## src/rtl/frame_draw_sequencer.sv

```systemverilog
// ---------------------------------------------------------------------------
// frame_draw_sequencer
//
// Purpose:
//   Upstream controller for the per-frame drawers (map, HUD, sprites). On each
//   frame tick it runs the drawers one at a time through enable/done
//   handshakes, drives the VGA write-mux select and records overruns and hung
//   stages. The map is redrawn only after reset or when a redraw is requested.
//
// Handshake (valid/ready style, one rule for all three drawers):
//   <stage>_enable is the request and is high exactly while the sequencer is
//   in that stage. <stage>_done is the drawer's level response; it is sampled
//   only while that stage's enable is high. The stage advances on the edge
//   where done is seen, and the next stage's enable rises on that same edge.
//
// Parameters:
//   TIMEOUT  max cycles a stage may hold enable before being aborted (>= 2)
//   CNT_W    width of the per-stage watchdog counter (2**CNT_W > TIMEOUT)
//
// Ports:
//   clock, reset          system clock, synchronous active-high reset
//   frame_tick            1-cycle pulse at start of vertical blank
//   map_redraw_req        1-cycle pulse: redraw the map on the next frame
//   clear_flags           clears sticky frame_overrun / stage_timeout
//   map/hud/sprite_done   drawer finished (level, valid while enable high)
//   map/hud/sprite_enable run the corresponding drawer
//   vga_sel               0 none, 1 map, 2 HUD, 3 sprite (equals FSM state,
//                         so it doubles as the state debug output)
//   busy                  high whenever the FSM is not IDLE
//   frame_overrun         sticky: frame_tick arrived while busy
//   stage_timeout         sticky {sprite, hud, map}: watchdog expired
//   frame_count           frames completed, wraps 255 -> 0
// ---------------------------------------------------------------------------
module frame_draw_sequencer #(
  parameter int TIMEOUT = 65535,
  parameter int CNT_W   = 16
) (
  input  logic       clock,
  input  logic       reset,
  input  logic       frame_tick,
  input  logic       map_redraw_req,
  input  logic       clear_flags,
  input  logic       map_done,
  input  logic       hud_done,
  input  logic       sprite_done,
  output logic       map_enable,
  output logic       hud_enable,
  output logic       sprite_enable,
  output logic [1:0] vga_sel,
  output logic       busy,
  output logic       frame_overrun,
  output logic [2:0] stage_timeout,
  output logic [7:0] frame_count
);

  // State encoding matches the vga_sel codes so the select is the state itself.
  typedef enum logic [1:0] {
    S_IDLE   = 2'd0,
    S_MAP    = 2'd1,
    S_HUD    = 2'd2,
    S_SPRITE = 2'd3
  } state_t;

  localparam logic [CNT_W-1:0] WD_LAST = CNT_W'(TIMEOUT - 1);

  state_t           state_q, state_d;
  logic [CNT_W-1:0] wd_q, wd_d;
  logic             map_pending_q, map_pending_d;
  logic             frame_overrun_q, frame_overrun_d;
  logic [2:0]       stage_timeout_q, stage_timeout_d;
  logic [7:0]       frame_count_q, frame_count_d;

  logic             wd_expired;
  logic             overrun_set;
  logic [2:0]       timeout_set;

  // -------------------------------------------------------------------------
  // State register
  // -------------------------------------------------------------------------
  always_ff @(posedge clock) begin
    if (reset) begin
      state_q         <= S_IDLE;
      wd_q            <= '0;
      map_pending_q   <= 1'b1;  // first frame after reset draws the map
      frame_overrun_q <= 1'b0;
      stage_timeout_q <= 3'b000;
      frame_count_q   <= 8'd0;
    end else begin
      state_q         <= state_d;
      wd_q            <= wd_d;
      map_pending_q   <= map_pending_d;
      frame_overrun_q <= frame_overrun_d;
      stage_timeout_q <= stage_timeout_d;
      frame_count_q   <= frame_count_d;
    end
  end

  // -------------------------------------------------------------------------
  // Next-state logic
  // -------------------------------------------------------------------------
  always_comb begin
    state_d       = state_q;
    frame_count_d = frame_count_q;
    timeout_set   = 3'b000;
    wd_expired    = (wd_q == WD_LAST);
    // Any tick that arrives while a frame is in flight is dropped, including
    // one in the very cycle SPRITE completes (state is still SPRITE then).
    overrun_set   = frame_tick && (state_q != S_IDLE);

    case (state_q)
      S_IDLE: begin
        if (frame_tick) begin
          if (map_pending_q || map_redraw_req) state_d = S_MAP;
          else                                 state_d = S_HUD;
        end
      end
      S_MAP: begin
        // Done has priority over expiry: a drawer finishing on the last
        // allowed cycle is not flagged.
        if (map_done) begin
          state_d = S_HUD;
        end else if (wd_expired) begin
          state_d        = S_HUD;
          timeout_set[0] = 1'b1;
        end
      end
      S_HUD: begin
        if (hud_done) begin
          state_d = S_SPRITE;
        end else if (wd_expired) begin
          state_d        = S_SPRITE;
          timeout_set[1] = 1'b1;
        end
      end
      S_SPRITE: begin
        if (sprite_done || wd_expired) begin
          state_d       = S_IDLE;
          frame_count_d = frame_count_q + 8'd1;
          if (!sprite_done) timeout_set[2] = 1'b1;
        end
      end
      default: state_d = S_IDLE;
    endcase

    // Watchdog restarts on every state change and only runs inside a stage.
    if (state_d != state_q || state_q == S_IDLE) wd_d = '0;
    else                                         wd_d = wd_q + CNT_W'(1);

    // A request that triggers MAP entry is consumed by it; a request seen
    // while already in MAP (no entry this cycle) is kept for the next frame.
    if (state_d == S_MAP && state_q != S_MAP) map_pending_d = 1'b0;
    else                                      map_pending_d = map_pending_q | map_redraw_req;

    // Set events win over a simultaneous clear.
    frame_overrun_d = overrun_set | (frame_overrun_q & ~clear_flags);
    stage_timeout_d = timeout_set | (stage_timeout_q & ~{3{clear_flags}});
  end

  // -------------------------------------------------------------------------
  // Output logic: every output is a pure function of registered state.
  // -------------------------------------------------------------------------
  always_comb begin
    map_enable    = (state_q == S_MAP);
    hud_enable    = (state_q == S_HUD);
    sprite_enable = (state_q == S_SPRITE);
    vga_sel       = state_q;
    busy          = (state_q != S_IDLE);
    frame_overrun = frame_overrun_q;
    stage_timeout = stage_timeout_q;
    frame_count   = frame_count_q;
  end

endmodule

```

## config.mk

```make
export PLATFORM = sky130hd
export DESIGN_NAME = frame_draw_sequencer
export DESIGN_NICKNAME = d
export VERILOG_FILES = /design/src/rtl/frame_draw_sequencer.sv
export SDC_FILE = /design/constraint.sdc
export NUM_CORES = 1
export LEC_CHECK = 0
export CORE_ASPECT_RATIO = 0.9
export CORE_MARGIN = 1
export CORE_UTILIZATION = 56
export DETAILED_ROUTE_END_ITERATION = 12
export PLACE_DENSITY_LB_ADDON = 0.08
export SLEW_MARGIN = 20
export SYNTH_ARGS = -nofsm -noshare
export SYNTH_HDL_FRONTEND = slang
export SYNTH_SLANG_ARGS = --single-unit
```

## constraint.sdc

```tcl
create_clock -name clock -period 5.5 [get_ports clock]
set_input_delay 1.1 -clock clock [delete_from_list [all_inputs] [get_ports clock]]
set_output_delay 1.1 -clock clock [all_outputs]
set_load 0.02 [all_outputs]
```

## Word-level counts from Yosys, hierarchy flattened

Index checks and enable logic that the tools add are counted.

| storage, ports and cells | value |
|---|---|
| memories | 0 |
| bits in writable memories | 0 |
| latch bits | 0 |
| input bits | 8 |
| register bits | 31 |
| output and inout port bits | 18 |
| memory bits (read-only) | 0 |

| cells by class | value |
|---|---|
| shift operators | 0 |
| bitwise gates (word level) | 7 |
| divide/modulo/power cells | 0 |
| order comparisons | 0 |
| multiplexer cells | 17 |
| multiply operators | 0 |
| reductions and logical operators | 9 |
| eq/ne operators | 7 |
| add/subtract/negate cells | 2 |

Operator list:

| kind | count |
|---|---|
| adder 16 x 1 -> 16 bit, second input constant | 1 |
| equality test 16 bit, second input constant | 1 |
| 2-to-1 mux 2 bit | 7 |
| 2-to-1 mux 1 bit | 9 |
| adder 8 x 1 -> 8 bit, second input constant | 1 |
| one-hot mux 2 bit (4 select lines) | 1 |
| equality test 2 x 1 -> 1 bit, second input constant | 2 |
| equality test 2 bit, second input constant | 2 |
| bitwise AND 3 bit | 1 |
| logical OR 1 bit | 3 |
| inverter 3 bit | 1 |
| bitwise OR 3 bit | 1 |
| logical AND 1 bit | 2 |
| zero test 2 bit | 1 |
| inequality test 2 x 1 -> 1 bit, second input constant | 1 |
| inequality test 2 bit | 1 |
| bitwise OR 1 bit | 2 |
| AND reduction 2 bit | 1 |
| nonzero test 2 bit | 1 |
| OR reduction 2 bit | 1 |
| bitwise AND 1 bit | 1 |
| inverter 1 bit | 1 |

## Longest topological paths before layout

| logic depth | value |
|---|---|
| word-level depth | 7 |
| depth in mapped cells | 8 |
| mapped depth without buffers | 6 |

## Worst setup path after synthesis

OpenSTA, ideal clock, no wires.

| timing path | value |
|---|---|
| path type | input-to-reg |
| start | in sprite_done |
| end | reg frame_count_q[5] (netlist: frame_count[5]) |
| stages on the path | 5 |
| data arrival time | 2.003 ns |
| required time | 5.379 ns |
| slack | 3.376 ns |
| path buffers | 1 |
| cells stage by stage | inv_1 o41a_1 buf_6 nor4_1 mux2_2 |

| between the ends | value |
|---|---|
| cells in the longest elaborated chain, start to end | 2 |

RTL lines:

| item | RTL line | source |
|---|---|---|
| start, declared | 45 | `input logic sprite_done,` |
| logical OR 1 bit | 136 | `if (sprite_done \|\| wd_expired) begin` |
| AND reduction 2 bit (no source line) | n/a |  |
| end signal, assigned | 94 | `frame_count_q <= frame_count_d;` |
| end, declared | 71 | `logic [7:0] frame_count_q, frame_count_d;` |

Every way passes these cells.
A chain may end at the register's enable or synchronous reset.

## Final worst setup path

| timing path | value |
|---|---|
| start | reg state_q[1] (netlist: vga_sel[1]) |
| end | out sprite_enable |

| between the ends | value |
|---|---|
| cells in the longest elaborated chain, start to end | 1 |

RTL lines:

| item | RTL line | source |
|---|---|---|
| start, declared | 66 | `state_t state_q, state_d;` |
| start signal, assigned | 89 | `state_q <= state_d;` |
| equality test 2 bit | 165 | `sprite_enable = (state_q == S_SPRITE);` |
| end, declared | 48 | `output logic sprite_enable,` |

Every way passes these cells.

==> impl_metrics.py <==
metrics = {
    "detailed_routing": {
        "totalWireLength_mm": 3.12,
        "ant_nets": 0,
        "post-route-drc-count": 0,
        "avgRoutedWirePerCell_um": 13.7,
        "drt_iter0_markers": 78,
        "viasPerCell": 5.93,
        "via_count": 1346,
        "drt_pre_antenna_iters": 4,
    },
    "floorplanning": {
        "floorplan_die_area_sq_um": 2920,
        "placement_rows": 17,
        "floorplan.initialDensity_pct": 60.5,
        "dieHeight_um": 51.4,
        "horizontal_die_dimension_um": 56.9,
        "placeableCoreArea_sq_um": 2510,
        "io_pins": 26,
    },
    "critical_path": {
        "critical-path-max-stage-delay_ns": 0.61,
        "worst-path-buf-inv": 2,
        "timing.reg2reg.worst_path_depth": 4,
        "critical_path.reg2reg.startpoint": "wd_q[10]",
        "cp.required_ns": 4.40,
        "timing.reg2reg.setup_slack_ns": 3.10,
        "critical_path.top_delay_family": "buffers and inverters",
        "critical_path.endpoint_type": "primary output",
        "r2r-end": "wd_q[5]",
        "crit_path_start_kind": "flop",
        "critical_path_peak_fanout": 14,
        "timing.critical_path.arrival_ns": 1.99,
        "crit_type": "reg -> out",
        "crit_path_cell_trace": "nand2_1 -> inv_1 -> clkdlybuf4s50_1",
        "critical_path.slowest_cell": "clkdlybuf4s50_1",
    },
    "power": {
        "comb_power_share_pct": 11.1,
        "power_report.internal_total_w": 0.000298,
        "fraction_of_power_consumed_by_the_clock_network_pct": 30.9,
        "power.ir.vdd_worst_v": 0.000182,
        "switchingPower_w": 0.000105,
        "sw_frac_of_total_pct": 26.0,
        "power.density_nw_per_um2": 226,
        "p_leak_nw": 0.601,
        "sequentialPowerShare_pct": 58.0,
    },
    "placement": {
        "hpwl_mm": 2.24,
        "place_congestion": 0.788,
        "placed_cells_incl_taps": 219,
        "buffers_added_on_ports": 25,
        "pre_cts_slack_ns": 2.56,
    },
    "synthesis": {
        "ys_seq_elements": 31,
        "synth_top_area_cell": "dfxtp_1",
        "area_share_of_the_largest_cell_type_after_synthesis_pct": 40.9,
        "number_of_flops_mapped_to_enable_cells_by_yosys": 0,
        "post_synth_num_cell_types": 34,
        "syn-instance-count": 175,
        "synth_cell_area_sq_um": 1520,
        "dominantRegCellSynth": "dfxtp_1",
        "synth_warnings": 0,
        "ys_top_cells_by_area": "dfxtp_1, nor2_1, xor2_1, nand2_1, a21oi_1",
        "ys_seq_area_share_pct": 40.9,
        "synthesis.nets": 186,
        "async_flop_share_pct": 0,
        "syn_area_per_cell_sq_um": 8.67,
    },
    "hold_path": {
        "min_delay_worst_endpoint": "wd_q[0]",
        "holdPathStages": 1,
        "hp-start": "wd_q[0]",
        "hold_path.class": "reg -> reg",
    },
    "timing": {
        "relSlewSlack_pct": 29.6,
        "rsz_0062_raised_after_global_routing": "no",
        "layout_min_cycle_time_ns": 3.09,
        "setup_viol": 0,
        "hold_violations": 0,
        "setup_tns_ns": 0,
        "timing.fmax_ghz": 0.324,
        "worst_clock_skew_ns": 0.00769,
        "tightest_slew_ns": 1.05,
        "timing.hold.ws_ns": 0.479,
        "slew_violations": 0,
        "final_cycle_share_pct": 56.1,
        "final.setup.worst_slack_ns": 2.41,
    },
    "clocking": {
        "clk_root_buffer_cell": "clkbuf_4",
        "cts_setup_buffers": 0,
        "post_cts_hold_buffer_count": 0,
        "cts.repair.resized": 0,
        "clk_pin_slew_worst_paths_ns": 0.09,
        "tritoncts": "built",
        "cts-buffers-inserted": 5,
        "cts-htree-levels": 2,
        "clk_latency_ns": 0.33,
        "cts_sinks": 31,
        "number_of_buffers_on_the_longest_clock_path": 2,
    },
    "grt": {
        "global_route_wire_length_before_repair_mm": 5.40,
        "grt_usage_pct": 24.4,
        "globalRoute.totalOverflow": 0,
        "first_global_vias": 1280,
        "grt_max_degree": 22,
        "antenna_found_initial": 0,
    },
    "layout": {
        "area_growth_pct": 17.2,
        "share_of_post_route_cells_with_drive_strength_above_1_pct": 5.03,
        "seq_area_sq_um": 621,
        "finish.net_count": 209,
        "number_of_fill_cells_in_the_layout": 213,
        "final_design_utilization_pct": 70.9,
        "multi_input_comb_area_sq_um": 797,
        "num_antenna_cells": 0,
        "final_cells": 227,
    },
    "job": {
        "total_of_max_cap_violations": 0,
    },
    "run_status": {
        "outcome": "finished, final reports clean",
    },
}
[state kept, by name (all words and copies together), names as in the netlist]
| name | flops |
|---|---|
| frame_count | 8 |
| wd_q | 16 |
| frame_overrun | 1 |
| vga_sel | 2 |
| stage_timeout | 3 |
| map_pending_q | 1 |
[placed cells by master, fill, tap and decap left out, types with 2 or more instances in the layout]
cell	instances
nand2_1	13
o31ai_1	5
clkbuf_1	2
mux2_2	2
xnor2_1	5
o21ai_0	4
nor3_1	2
nand4_1	6
nand2b_1	5
ha_1	3
clkdlybuf4s50_1	25
clkbuf_4	5
and2_1	2
dfxtp_1	31
or3_1	3
mux2i_1	2
nor2b_1	4
nor2_1	23
nor4_1	6
a32oi_1	2
and3_1	2
nand3_1	9
a21oi_1	9
or4_1	6
inv_1	7
xor2_1	7
[synthesized netlist by cell type, types with 2 or more instances]
master and count:
nand2b_1 5, nand3_1 9, nor2b_1 4, nand4_1 6
dfxtp_1 31, mux2i_1 2, a21oi_1 9, inv_1 7
and2_1 2, xnor2_1 5, or4_1 6, mux2_2 2
and3_1 2, nand2_1 13, xor2_1 7, nor2_1 23
ha_1 3, or3_1 3, a32oi_1 2, o31ai_1 5
nor4_1 6, clkbuf_2 2, o21ai_0 4, buf_4 4
nor3_1 2, buf_6 3
[kinds of logic (layout without fill, tap and decap cells)]
group	count (synthesis)	in the layout	synth area share (%)
muxes	4	4	2.80
xor gates and xnor gates	12	12	6.92
DFF	31	31	40.9
buffers and inverters	16	40	6.60
adders and majority gates	3	3	2.47
and+or+nand+nor	83	83	29.1
AOI/OAI and AO/OA	26	26	11.2
[area by class of cell]
class | instances | area share (%)
Sequential cell | 31 | 34.9
Clock buffer | 7 | 2.53
Timing Repair Buffer | 25 | 14.1
Multi-Input combinational cell | 128 | 44.8
Tap cell | 28 | 1.97
Clock inverter | 1 | 0.281
Inverter | 7 | 1.48
[routing by layer]
metal / track usage (%) / share of wire, % / vias up
met5: 0 / 0 / -
met4: 11.8 / 2.0 / 0
met3: 5.82 / 4.5 / 9
met2: 39.9 / 45 / 40
met1: 30.6 / 48 / 628
li1: - / - / 669
[worst max-delay path by stage]
stage | start | to | depth (start not counted)
2_1_floorplan | sprite_done | frame_count[5] | 5
5_1_grt | vga_sel[1] | sprite_enable | 3
4_1_cts | vga_sel[1] | sprite_enable | 3
3_3_place_gp | reset | wd_q[13] | 3
3_5_place_dp | reset | wd_q[15] | 3
6_report | vga_sel[1] | sprite_enable | 3
[stage by stage]
step	power [W]	cell area [sq um]
final	0.000403	1780
after floorplan	0.000268	1520
after global routing	0.000419	1780
after detailed placement	0.000283	1730
after CTS	0.000406	1780
after global placement	0.000282	1730
[power groups by stage]
stage                     sequential (W)  clock (W)  combinational [W]
after floorplan                 0.000238          0          0.0000299
after global placement          0.000238          0          0.0000435
after detailed placement        0.000239          0          0.0000444
after CTS                       0.000233   0.000128          0.0000448
after global routing            0.000234   0.000137          0.0000484
final                           0.000234   0.000124          0.0000448
No activity file was read; power rests on OpenSTA's default activity.
